### src/rtl/axis_rr_sched_pkg.sv
// Shared types and default sizing for the round-robin stream scheduler.
package axis_rr_sched_pkg;

    localparam int unsigned CH_NUM_DEF    = 4;
    localparam int unsigned DATA_W_DEF    = 32;
    localparam int unsigned ORD_DEPTH_DEF = 8;
    localparam int unsigned CH_ID_W       = $clog2(CH_NUM_DEF);

    typedef enum logic {
        IDLE = 1'b0,
        XFER = 1'b1
    } sched_state_t;

    // Channel index following id, wrapping at n.
    function automatic int unsigned rr_next(input int unsigned id, input int unsigned n);
        return (id + 1 >= n) ? 0 : id + 1;
    endfunction

endpackage

### src/rtl/axis_rr_sched_if.sv
// Bundle of N parallel AXI-stream lanes; lane i occupies bit i / slice i.
interface axis_rr_sched_if
    import axis_rr_sched_pkg::*;
#(
    parameter int unsigned N      = 1,
    parameter int unsigned DATA_W = DATA_W_DEF
);
    localparam int unsigned KEEP_W = DATA_W / 8;

    logic [N-1:0]        tvalid;
    logic [N-1:0]        tready;
    logic [N*DATA_W-1:0] tdata;
    logic [N*KEEP_W-1:0] tkeep;
    logic [N-1:0]        tlast;

    modport master (output tvalid, output tdata, output tkeep, output tlast, input tready);
    modport slave  (input tvalid, input tdata, input tkeep, input tlast, output tready);

endinterface

### src/rtl/axis_rr_sched_sync_fifo_id.sv
// Small in-order FIFO of channel IDs for packets in flight inside the core.
module sync_fifo_id #(
    parameter int unsigned DEPTH = 8,
    parameter int unsigned W     = 2,
    localparam int unsigned AW   = $clog2(DEPTH)
) (
    input  logic         clk_i,
    input  logic         rst_i,
    input  logic         push_i,
    input  logic [W-1:0] data_i,
    input  logic         pop_i,
    output logic [W-1:0] data_o,
    output logic         full_o,
    output logic         empty_o
);

    logic [W-1:0]  mem_q [DEPTH];
    logic [AW-1:0] wr_q;
    logic [AW-1:0] rd_q;
    logic [AW:0]   cnt_q;
    logic          do_push;
    logic          do_pop;

    assign full_o  = (cnt_q == (AW+1)'(DEPTH));
    assign empty_o = (cnt_q == '0);
    assign data_o  = mem_q[rd_q];
    // A pop in the same cycle frees the slot, so a push at full is still accepted.
    assign do_push = push_i && (!full_o || pop_i);
    assign do_pop  = pop_i && !empty_o;

    // Storage write; contents need no reset because count gates every read.
    always_ff @(posedge clk_i) begin
        if (do_push) mem_q[wr_q] <= data_i;
    end

    // Pointer and occupancy bookkeeping.
    always_ff @(posedge clk_i) begin
        if (rst_i) begin
            wr_q  <= '0;
            rd_q  <= '0;
            cnt_q <= '0;
        end else begin
            if (do_push) wr_q <= wr_q + AW'(1);
            if (do_pop)  rd_q <= rd_q + AW'(1);
            case ({do_push, do_pop})
                2'b10:   cnt_q <= cnt_q + (AW+1)'(1);
                2'b01:   cnt_q <= cnt_q - (AW+1)'(1);
                default: cnt_q <= cnt_q;
            endcase
        end
    end

endmodule

### src/rtl/axis_rr_sched.sv
// Packet round-robin sharing of one stream core between CH_NUM channels,
// with results routed back in request order via a channel-ID FIFO.
module axis_rr_sched
    import axis_rr_sched_pkg::*;
#(
    parameter int unsigned CH_NUM    = CH_NUM_DEF,
    parameter int unsigned DATA_W    = DATA_W_DEF,
    parameter int unsigned ORD_DEPTH = ORD_DEPTH_DEF,
    localparam int unsigned ID_W     = $clog2(CH_NUM),
    localparam int unsigned KEEP_W   = DATA_W / 8
) (
    input  logic              sys_clk,
    input  logic              perif_rst,
    input  logic              en,
    axis_rr_sched_if.slave    s,
    axis_rr_sched_if.master   m_core,
    axis_rr_sched_if.slave    s_core,
    axis_rr_sched_if.master   m,
    output logic [ID_W-1:0]   grant_id,
    output logic              busy
);

    sched_state_t    state_q, state_d;
    logic [ID_W-1:0] grant_q, grant_d;
    logic [ID_W-1:0] rr_q, rr_d;
    logic [ID_W-1:0] pick_id;
    logic            pick_vld;
    logic [ID_W-1:0] head_id;
    logic            push, pop, full, empty;
    int unsigned     idx;

    assign grant_id = grant_q;
    assign busy     = (state_q == XFER) || !empty;

    // First requesting channel at or after the round-robin pointer.
    always_comb begin
        pick_vld = 1'b0;
        pick_id  = '0;
        idx      = 0;
        for (int unsigned k = 0; k < CH_NUM; k++) begin
            idx = 32'(rr_q) + k;
            if (idx >= CH_NUM) idx = idx - CH_NUM;
            if (!pick_vld && s.tvalid[ID_W'(idx)]) begin
                pick_vld = 1'b1;
                pick_id  = ID_W'(idx);
            end
        end
    end

    // Ingress FSM: grant in IDLE, pass the granted stream straight through in XFER.
    always_comb begin
        state_d        = state_q;
        grant_d        = grant_q;
        rr_d           = rr_q;
        push           = 1'b0;
        s.tready       = '0;
        m_core.tvalid  = 1'b0;
        m_core.tdata   = s.tdata[32'(grant_q)*DATA_W +: DATA_W];
        m_core.tkeep   = s.tkeep[32'(grant_q)*KEEP_W +: KEEP_W];
        m_core.tlast   = s.tlast[grant_q];
        case (state_q)
            IDLE: begin
                if (en && pick_vld && !full) begin
                    push    = 1'b1;
                    grant_d = pick_id;
                    state_d = XFER;
                end
            end
            XFER: begin
                m_core.tvalid     = s.tvalid[grant_q];
                s.tready[grant_q] = m_core.tready[0];
                if (s.tvalid[grant_q] && m_core.tready[0] && s.tlast[grant_q]) begin
                    state_d = IDLE;
                    rr_d    = ID_W'(rr_next(32'(grant_q), CH_NUM));
                end
            end
            default: state_d = IDLE;
        endcase
    end

    // Ingress state, grant and round-robin pointer registers.
    always_ff @(posedge sys_clk) begin
        if (perif_rst) begin
            state_q <= IDLE;
            grant_q <= '0;
            rr_q    <= '0;
        end else begin
            state_q <= state_d;
            grant_q <= grant_d;
            rr_q    <= rr_d;
        end
    end

    sync_fifo_id #(
        .DEPTH (ORD_DEPTH),
        .W     (ID_W)
    ) u_order (
        .clk_i   (sys_clk),
        .rst_i   (perif_rst),
        .push_i  (push),
        .data_i  (grant_d),
        .pop_i   (pop),
        .data_o  (head_id),
        .full_o  (full),
        .empty_o (empty)
    );

    // Egress: route core results to the channel at the head of the order FIFO.
    always_comb begin
        m.tvalid          = '0;
        m.tdata           = {CH_NUM{s_core.tdata}};
        m.tkeep           = {CH_NUM{s_core.tkeep}};
        m.tlast           = {CH_NUM{s_core.tlast}};
        m.tvalid[head_id] = s_core.tvalid[0] && !empty;
        s_core.tready     = !empty && m.tready[head_id];
        pop               = s_core.tvalid[0] && !empty && m.tready[head_id] && s_core.tlast[0];
    end

endmodule

### src/flat_wrapper.sv
// flat-port wrapper written by rule: the top's interface ports become plain ports
module axis_rr_sched_flat import axis_rr_sched_pkg::*;
#(
    parameter int unsigned CH_NUM    = CH_NUM_DEF,
    parameter int unsigned DATA_W    = DATA_W_DEF,
    parameter int unsigned ORD_DEPTH = ORD_DEPTH_DEF,
    localparam int unsigned ID_W     = $clog2(CH_NUM),
    localparam int unsigned KEEP_W   = DATA_W / 8
)
  (sys_clk, perif_rst, en, grant_id, busy, s_tvalid, s_tdata, s_tkeep, s_tlast, s_tready, m_core_tvalid, m_core_tdata, m_core_tkeep, m_core_tlast, m_core_tready, s_core_tvalid, s_core_tdata, s_core_tkeep, s_core_tlast, s_core_tready, m_tvalid, m_tdata, m_tkeep, m_tlast, m_tready);
  axis_rr_sched_if #(.N((4)), .DATA_W(DATA_W)) s_i ();
  axis_rr_sched_if #(.N(1), .DATA_W(DATA_W)) m_core_i ();
  axis_rr_sched_if #(.N(1), .DATA_W(DATA_W)) s_core_i ();
  axis_rr_sched_if #(.N((4)), .DATA_W(DATA_W)) m_i ();
  input  logic sys_clk;
  input  logic perif_rst;
  input  logic en;
  output logic [ID_W-1:0] grant_id;
  output logic busy;
  input wire logic [$bits(s_i.tvalid)-1:0] s_tvalid;
  input wire logic [$bits(s_i.tdata)-1:0] s_tdata;
  input wire logic [$bits(s_i.tkeep)-1:0] s_tkeep;
  input wire logic [$bits(s_i.tlast)-1:0] s_tlast;
  output wire logic [$bits(s_i.tready)-1:0] s_tready;
  output wire logic [$bits(m_core_i.tvalid)-1:0] m_core_tvalid;
  output wire logic [$bits(m_core_i.tdata)-1:0] m_core_tdata;
  output wire logic [$bits(m_core_i.tkeep)-1:0] m_core_tkeep;
  output wire logic [$bits(m_core_i.tlast)-1:0] m_core_tlast;
  input wire logic [$bits(m_core_i.tready)-1:0] m_core_tready;
  input wire logic [$bits(s_core_i.tvalid)-1:0] s_core_tvalid;
  input wire logic [$bits(s_core_i.tdata)-1:0] s_core_tdata;
  input wire logic [$bits(s_core_i.tkeep)-1:0] s_core_tkeep;
  input wire logic [$bits(s_core_i.tlast)-1:0] s_core_tlast;
  output wire logic [$bits(s_core_i.tready)-1:0] s_core_tready;
  output wire logic [$bits(m_i.tvalid)-1:0] m_tvalid;
  output wire logic [$bits(m_i.tdata)-1:0] m_tdata;
  output wire logic [$bits(m_i.tkeep)-1:0] m_tkeep;
  output wire logic [$bits(m_i.tlast)-1:0] m_tlast;
  input wire logic [$bits(m_i.tready)-1:0] m_tready;
  assign s_i.tvalid = s_tvalid;
  assign s_i.tdata = s_tdata;
  assign s_i.tkeep = s_tkeep;
  assign s_i.tlast = s_tlast;
  assign s_tready = s_i.tready;
  assign m_core_tvalid = m_core_i.tvalid;
  assign m_core_tdata = m_core_i.tdata;
  assign m_core_tkeep = m_core_i.tkeep;
  assign m_core_tlast = m_core_i.tlast;
  assign m_core_i.tready = m_core_tready;
  assign s_core_i.tvalid = s_core_tvalid;
  assign s_core_i.tdata = s_core_tdata;
  assign s_core_i.tkeep = s_core_tkeep;
  assign s_core_i.tlast = s_core_tlast;
  assign s_core_tready = s_core_i.tready;
  assign m_tvalid = m_i.tvalid;
  assign m_tdata = m_i.tdata;
  assign m_tkeep = m_i.tkeep;
  assign m_tlast = m_i.tlast;
  assign m_i.tready = m_tready;
  axis_rr_sched #(.CH_NUM(CH_NUM), .DATA_W(DATA_W), .ORD_DEPTH(ORD_DEPTH)) u_core (.sys_clk(sys_clk), .perif_rst(perif_rst), .en(en), .s(s_i), .m_core(m_core_i), .s_core(s_core_i), .m(m_i), .grant_id(grant_id), .busy(busy));
endmodule
### config.mk
export PLATFORM = sky130hd
export DESIGN_NAME = axis_rr_sched_flat
export DESIGN_NICKNAME = d
export VERILOG_FILES = /design/src/rtl/axis_rr_sched_pkg.sv /design/src/rtl/axis_rr_sched_if.sv /design/src/rtl/axis_rr_sched_sync_fifo_id.sv /design/src/rtl/axis_rr_sched.sv /design/src/flat_wrapper.sv
export SDC_FILE = /design/constraint.sdc
export NUM_CORES = 1
export LEC_CHECK = 0
export CORE_AREA = 4 4 151 153
export CTS_CLUSTER_DIAMETER = 100
export DETAILED_ROUTE_END_ITERATION = 16
export DIE_AREA = 0 0 155 157
export HOLD_SLACK_MARGIN = 0.08
export PLACE_DENSITY = 0.62
export SYNTH_ARGS = -nofsm -noshare
export SYNTH_HDL_FRONTEND = slang
export SYNTH_SLANG_ARGS = --single-unit
### constraint.sdc
create_clock -name sys_clk -period 7.5 [get_ports sys_clk]
set_input_delay 1.125 -clock sys_clk [delete_from_list [all_inputs] [get_ports sys_clk]]
set_output_delay 1.125 -clock sys_clk [all_outputs]
set_load 0.01 [all_outputs]
# ---- Yosys cells after proc, flatten, opt, wreduce, memory -nomap -nowiden
# Memories as Yosys holds them, arrays and structs flattened. A register that Yosys moved wholly into a read port is not among the register bits.
# Index checks and enable logic that the tools add are counted.
dict set report word_totals {
  register_bits 15
  romBits 0
  out_inout_bits 198
  latchBits 0
  memories 1
  input_bits 198
  ramBits 16
}
# name depth width read_ports rd_ports_with_merged_regs write_ports line_no
set memory_table {}
lappend memory_table {u_core.u_order.mem_q 8 2 1 1 1 axis_rr_sched_sync_fifo_id.sv:17} ;# logic [W-1:0] mem_q [DEPTH];
dict set report classes {
  reduce_logical 25
  n_eq_ne 3
  muxes 44
  n_div 0
  magnitude_cmp 13
  addsub 12
  n_shift 2
  bitwise_logic 3
  mul 0
}
# cell n
set op_table {}
lappend op_table {{$shiftx 128x8->32} 1}
lappend op_table {{$mux 2} 11}
lappend op_table {{$mux 1} 19}
lappend op_table {{$lt 2x3->1 const B} 6}
lappend op_table {{$shiftx 16x5->4} 1}
lappend op_table {{$logic_and 1x1->1} 15}
lappend op_table {{$bmux 1 s2} 7}
lappend op_table {{$ge 3x3->1 const B} 4}
lappend op_table {{$and 4x4->4} 2}
lappend op_table {{$pmux 4 s2} 1}
lappend op_table {{$sub 2x1->2 const B} 4}
lappend op_table {{$add 2x1->3 const B} 2}
lappend op_table {{$add 2x2->3 const B} 2}
lappend op_table {{$add 3x1->3 const B} 2}
lappend op_table {{$mux 3} 2}
lappend op_table {{$logic_not 1->1} 5}
lappend op_table {{$add 4x1->4 const B} 1}
lappend op_table {{$demux 1 s2} 2}
lappend op_table {{$eq 4x4->1 const B} 1}
lappend op_table {{$ge 2x1->1 const B} 2}
lappend op_table {{$logic_not 4->1} 1}
lappend op_table {{$mux 4} 1}
lappend op_table {{$sub 4x1->4 const B} 1}
lappend op_table {{$ge 2x3->1 const B} 1}
lappend op_table {{other kinds (7)} 8}

# ---- Logic depth before layout (Yosys ltp)
dict set report logic_depth {
  ltp_word 21
  depth_mapped 13
}

# ---- Hierarchy
# Synthesis repeated with hierarchy kept, for this count alone.
dict set report hier_totals {
  cells_unflattened 350
  area_unflattened_um2 3744.8
}
# mod n_inst area_each_um2 cells_each
set by_module_without_submodules {}
lappend by_module_without_submodules {axis_rr_sched 1 2468.6 255}
lappend by_module_without_submodules {sync_fifo_id 1 1276.2 95}

# ---- Worst setup path before layout
# OpenSTA, ideal clock, no wires.
dict set report synth_timing {
  kind {input-to-reg}
  start {input port s_tvalid[2]}
  end {register u_core.u_order.cnt_q[2]}
  setup_slack_ps 4175
  path_buffers 1
  arrival_time_ps 3255
  setup_time_ps 71
  cell_stages 11
  required_ps 7429
  path_cell_list {nor4_1 -> a2111oi_0 -> clkbuf_1 -> inv_1 -> ha_1 -> xor2_1 -> ha_1 -> a21oi_1 -> xor2_1 -> or3_1 -> a21oi_1}
}
dict set report synth_via {
  elab_chain_len 19
}
# element line_no
set synth_rtl {}
lappend synth_rtl {{from (decl)} flat_wrapper.sv:20} ;# input wire logic [$bits(s_i.tvalid)-1:0] s_tvalid;
lappend synth_rtl {{$bmux 1 s2} axis_rr_sched.sv:43} ;# if (!pick_vld && s.tvalid[ID_W'(idx)]) begin
lappend synth_rtl {{$mux 1 (implied by the code)} axis_rr_sched.sv:43}
lappend synth_rtl {{$mux 1} axis_rr_sched.sv:43}
lappend synth_rtl {{$logic_not 1->1} axis_rr_sched.sv:43}
lappend synth_rtl {{$logic_and 1x1->1} axis_rr_sched.sv:43}
lappend synth_rtl {{$mux 1} axis_rr_sched.sv:43}
lappend synth_rtl {{$logic_not 1->1} axis_rr_sched.sv:43}
lappend synth_rtl {{$logic_and 1x1->1} axis_rr_sched.sv:43}
lappend synth_rtl {{(+2 left out)} n/a}
lappend synth_rtl {{$logic_and 1x1->1} axis_rr_sched.sv:43}
lappend synth_rtl {{$mux 1 (*)} axis_rr_sched.sv:43}
lappend synth_rtl {{$logic_and 1x1->1 (*) (2 in series)} axis_rr_sched.sv:63} ;# if (en && pick_vld && !full) begin
lappend synth_rtl {{$mux 1 (*)} axis_rr_sched.sv:63}
lappend synth_rtl {{$mux 1 (*)} axis_rr_sched.sv:61} ;# case (state_q)
lappend synth_rtl {{$logic_and 1x1->1 (*)} axis_rr_sched_sync_fifo_id.sv:28} ;# assign do_push = push_i && (!full_o || pop_i);
lappend synth_rtl {{$eq 2x1->1 / $eq 2x2->1 (equally long branches)} axis_rr_sched_sync_fifo_id.sv:45} ;# case ({do_push, do_pop})
lappend synth_rtl {{$pmux 4 s2 / $reduce_bool 2->1 (equally long branches)} n/a}
lappend synth_rtl {{to (signal assigned)} axis_rr_sched_sync_fifo_id.sv:46} ;# 2'b10: cnt_q <= cnt_q + (AW+1)'(1);
lappend synth_rtl {{to (signal assigned)} axis_rr_sched_sync_fifo_id.sv:47} ;# 2'b01: cnt_q <= cnt_q - (AW+1)'(1);
lappend synth_rtl {{to (signal assigned)} axis_rr_sched_sync_fifo_id.sv:48} ;# default: cnt_q <= cnt_q;
lappend synth_rtl {{to (decl)} axis_rr_sched_sync_fifo_id.sv:20} ;# logic [AW:0] cnt_q;
# Mark *: on every way between the ends. The rest lies on a longest branch, timed or not. The select of a mux whose other input is x is not followed.
# A chain may end at the register's enable or synchronous reset.

==> results.rst <==
.. list-table::
   :header-rows: 1

   * - Metric
     - Value
   * - RSZ-0062 raised after global routing
     - false
   * - Largest net degree at the start of global routing
     - 44
   * - Largest vdd supply drop
     - 0.0693 mV
   * - Pwr Density
     - between 100 and 150 mW/mm^2
   * - Die Y
     - 157 um
   * - Global-route wire length before repair
     - 16600 um
   * - Clock skew after layout
     - 0.00306 ns
   * - Initial standard-cell utilization of the core
     - 17.4%
   * - Clk slew on worst S/H paths
     - 0.05 ns
   * - Highest attainable clock frequency
     - 256 MHz
   * - Internal power summed over all cells
     - 493 uW
   * - Area of the multi-input gates
     - 0.00170 sq mm
   * - Aggregate global-route resource usage
     - 9.01%
   * - Final setup violation count
     - 0
   * - Element type at the critical path end
     - output pin
   * - Mapped Nets
     - 556
   * - Final HPWL from detailed placement
     - 10400 um
   * - # nets final
     - 617
   * - Transition at the pin with the smallest max-transition slack
     - 1.02 ns
   * - Classification of the worst-slack hold path
     - flip-flop to flip-flop
   * - Sequential element share of the synthesized area
     - around 22%
   * - Design Power
     - 661 uW
   * - Clock group share of total power
     - 28.1%
   * - Total wirelength of the detailed-routed design
     - 12100 um
   * - Gpl congestion
     - 0.757
   * - Flip-flop and latch count after synthesis
     - 34
   * - Number of violations of the max-capacitance limit
     - 0
   * - Number of buffers inserted for hold repair after clock tree synthesis
     - 0
   * - Area overhead of the layout relative to synthesis
     - 39.6%
   * - Critical path peak fanout
     - 6
   * - Yosys warning count
     - 0
   * - Final worst path period share
     - 52.2%
   * - Number of levels the H-tree was split into
     - 2
   * - Startpoint-to-endpoint class of the critical path
     - flip-flop to output pin
   * - First-pass iteration count of the detailed router
     - 4
   * - First-iteration detailed-routing DRC count
     - between 100 and 150
   * - Number of setup buffers added after CTS
     - 0
   * - Fillers
     - between 2000 and 2500
   * - Seq. cell area
     - 843 sq um
   * - Fraction of power spent switching nets
     - about a quarter
   * - Total clock buffers created by CTS
     - 5
   * - Core Footprint
     - 0.0216 sq mm
   * - Syn_area_per_cell
     - 10.7 sq um
   * - Leakage power total
     - 1.75 nW
   * - Number of rows created at floorplan
     - 54
   * - Status
     - complete, no violations
   * - Number of ports placed on the die boundary
     - approximately 400
   * - Post-detailed-route wirelength per cell
     - 17.5 um
   * - PortBufs
     - between 200 and 250
   * - Worst-case headroom to the max-slew limit
     - a little under a third
   * - Data required, critical path
     - 6.38 ns
   * - Number of global-route vias before repair
     - 2743
   * - Initial antenna violation count
     - 2
   * - Post-detailed-route count of antenna-violating nets
     - 0
   * - Insertion delay of the later-clocked pin in the worst-skew pair
     - roughly 0.27 ns
   * - Pins over their slew limit
     - 0
   * - Final Critical Period
     - 3.91 ns
   * - Global route total overflow
     - 0
   * - Combinational power share
     - 39.4%
   * - DR DRC count
     - 0
   * - Count of cell types in the netlist
     - 39
   * - Vias after detailed routing
     - 2682
   * - Root buffer cell
     - sky130_fd_sc_hd__clkbuf_16
   * - Area of the die
     - 0.0243 sq mm
   * - Width of the die
     - 155 um
   * - Crit path arrival time
     - 2.79 ns
   * - Number of hold violations in the final report
     - 0
   * - Ratio of cells with drive above 1 in the final layout
     - 14.1%
   * - Setup TNS after final layout
     - 0 ns
   * - Switching Power
     - 168 uW
   * - Mapped Area
     - 0.00374 sq mm
   * - Post-CTS sizing
     - 0
   * - Vias per inst
     - between 3 and 4
   * - Number of clock sinks
     - 34
   * - CTS tree
     - yes
   * - Seq pwr share
     - 32.6%
   * - Diode count
     - 0
   * - Launching element type of the critical path
     - flip-flop
   * - Bufs on Longest Clock Path
     - 2
   * - Number of standard cells after synthesis
     - about 350
## registers in the layout (all words and copies together) (netlist names), named ones only
| signal | flops |
|---|---|
| u_core.u_order.cnt_q | 4 |
| u_core.state_q | 1 |
| u_core.u_order.rd_q | 3 |
| u_core.u_order.mem_q | 16 |
| u_core.rr_q | 2 |
| u_core.u_order.wr_q | 3 |
| u_core.grant_id | 2 |
## cells in the mapped netlist
master / count / area (sq um)
sky130_fd_sc_hd__mux2i_1: 5 / 50.1
sky130_fd_sc_hd__a21oi_1: 8 / 40.0
sky130_fd_sc_hd__and2_1: 2 / 12.5
sky130_fd_sc_hd__o21ai_0: 5 / 25.0
sky130_fd_sc_hd__nor2_1: 13 / 48.8
sky130_fd_sc_hd__and3_4: 1 / 11.3
sky130_fd_sc_hd__xnor2_1: 1 / 8.76
sky130_fd_sc_hd__nand3_1: 1 / 5.00
sky130_fd_sc_hd__mux2_4: 3 / 45.0
sky130_fd_sc_hd__nand4_1: 1 / 6.26
sky130_fd_sc_hd__mux4_2: 41 / 923
sky130_fd_sc_hd__nor3_1: 3 / 15.0
sky130_fd_sc_hd__buf_4: 148 / 1110
sky130_fd_sc_hd__xor2_1: 4 / 35.0
sky130_fd_sc_hd__and3_1: 5 / 31.3
sky130_fd_sc_hd__buf_1: 5 / 18.8
sky130_fd_sc_hd__buf_2: 1 / 5.00
sky130_fd_sc_hd__nand2_1: 7 / 26.3
sky130_fd_sc_hd__a21o_1: 1 / 7.51
sky130_fd_sc_hd__inv_1: 5 / 18.8
sky130_fd_sc_hd__a2111oi_0: 1 / 8.76
sky130_fd_sc_hd__nor4bb_1: 2 / 20.0
sky130_fd_sc_hd__clkbuf_1: 8 / 30.0
sky130_fd_sc_hd__edfxtp_1: 16 / 480
sky130_fd_sc_hd__buf_6: 2 / 22.5
sky130_fd_sc_hd__o21a_1: 2 / 15.0
sky130_fd_sc_hd__or3_1: 3 / 18.8
sky130_fd_sc_hd__nor2b_1: 7 / 43.8
sky130_fd_sc_hd__ha_1: 9 / 113
sky130_fd_sc_hd__dfxtp_1: 18 / 360
sky130_fd_sc_hd__nor3b_1: 4 / 30.0
sky130_fd_sc_hd__mux2_1: 3 / 33.8
sky130_fd_sc_hd__nand3b_1: 1 / 7.51
sky130_fd_sc_hd__nor4_1: 2 / 12.5
sky130_fd_sc_hd__nand2b_1: 6 / 37.5
sky130_fd_sc_hd__o221ai_1: 1 / 8.76
sky130_fd_sc_hd__o2111ai_1: 1 / 8.76
sky130_fd_sc_hd__mux2_2: 2 / 22.5
sky130_fd_sc_hd__mux4_1: 1 / 26.3
## power by group through the flow
stage          Clock [mW]  Combinational, mW  Sequential (mW)
2_1_floorplan           0              0.185            0.212
3_3_place_gp            0              0.261            0.219
3_5_place_dp            0              0.263            0.219
4_1_cts             0.191              0.265            0.215
5_1_grt             0.199              0.279            0.217
6_report            0.186              0.260            0.215
## per-stage QoR
step	cells	hold slack, ns	utilization [%]	setup slack, ns	instance area, sq um
after floorplan	349	0.445	-	4.17	3740
after global routing	691	0.528	24.3	3.49	5230
after CTS	691	0.492	24.3	3.56	5230
after detailed placement	683	0.482	23.6	3.61	5090
final	691	0.491	24.3	3.59	5230
after global placement	683	0.476	23.6	3.60	5090
## logic make-up after synthesis
family,Yosys count,synth area share [%]
XOR/XNOR,5,1.17
multiplexers,55,29.4
adder cells (fa/ha/maj),9,3.01
AND/OR/NAND/NOR,58,8.72
AO/OA/AOI/OAI,19,3.04
buffers and inverters,169,32.2
flip-flops,34,22.5
## routing by layer
metal | up-vias | wire length [um] | GRT usage [%]
met3 | 44 | 1350 | 3.13
met4 | 0 | 453 | 4.42
met1 | 1261 | 4870 | 12.1
met2 | 154 | 5410 | 12.8
li1 | 1223 | - | -
met5 | - | 0 | 0
## placed cells by master (no fill, tap or decap), types with 4 or more instances in the layout
cell type,instances
sky130_fd_sc_hd__ha_1,9
sky130_fd_sc_hd__nand2_1,7
sky130_fd_sc_hd__nor2_1,13
sky130_fd_sc_hd__edfxtp_1,16
sky130_fd_sc_hd__nor3b_1,4
sky130_fd_sc_hd__inv_1,5
sky130_fd_sc_hd__clkdlybuf4s50_1,215
sky130_fd_sc_hd__xor2_1,4
sky130_fd_sc_hd__a21oi_1,8
sky130_fd_sc_hd__dfxtp_1,16
sky130_fd_sc_hd__clkbuf_16,5
sky130_fd_sc_hd__o21ai_0,5
sky130_fd_sc_hd__nor2b_1,7
sky130_fd_sc_hd__nand2b_1,6
sky130_fd_sc_hd__and3_1,5
sky130_fd_sc_hd__mux2i_1,5
sky130_fd_sc_hd__mux4_2,41
## cell type report
type                    instances  share of cell area (%)
repair buffers                218                    41.6
multi-input cells             146                    32.6
flip-flops and latches         34                    16.1
well taps                     280                    6.70
clock buffers                   5                    2.39
inverters                       5                   0.359
clock inverters                 3                   0.215
## path summary, 6_finish.rpt
path	start	to	slack (ns)	depth (start not counted)
worst max-delay path	flip-flop	s_core_tready	3.59	5
worst min-delay path	u_core.rr_q[0]	u_core.rr_q[0]	0.49	2
worst max register to register	flip-flop	u_core.u_order.cnt_q[2]	4.06	11
worst min register to register	u_core.rr_q[0]	u_core.rr_q[0]	0.49	2
## critical path, cell delays in order (launching register included)
cell and delay, ns:
sky130_fd_sc_hd__dfxtp_1 0.50, sky130_fd_sc_hd__mux2_1 0.37, sky130_fd_sc_hd__mux4_2 0.52, sky130_fd_sc_hd__mux4_2 0.47
sky130_fd_sc_hd__nor2b_1 0.15, sky130_fd_sc_hd__clkdlybuf4s50_1 0.51
(Power assumes the default switching activity.)
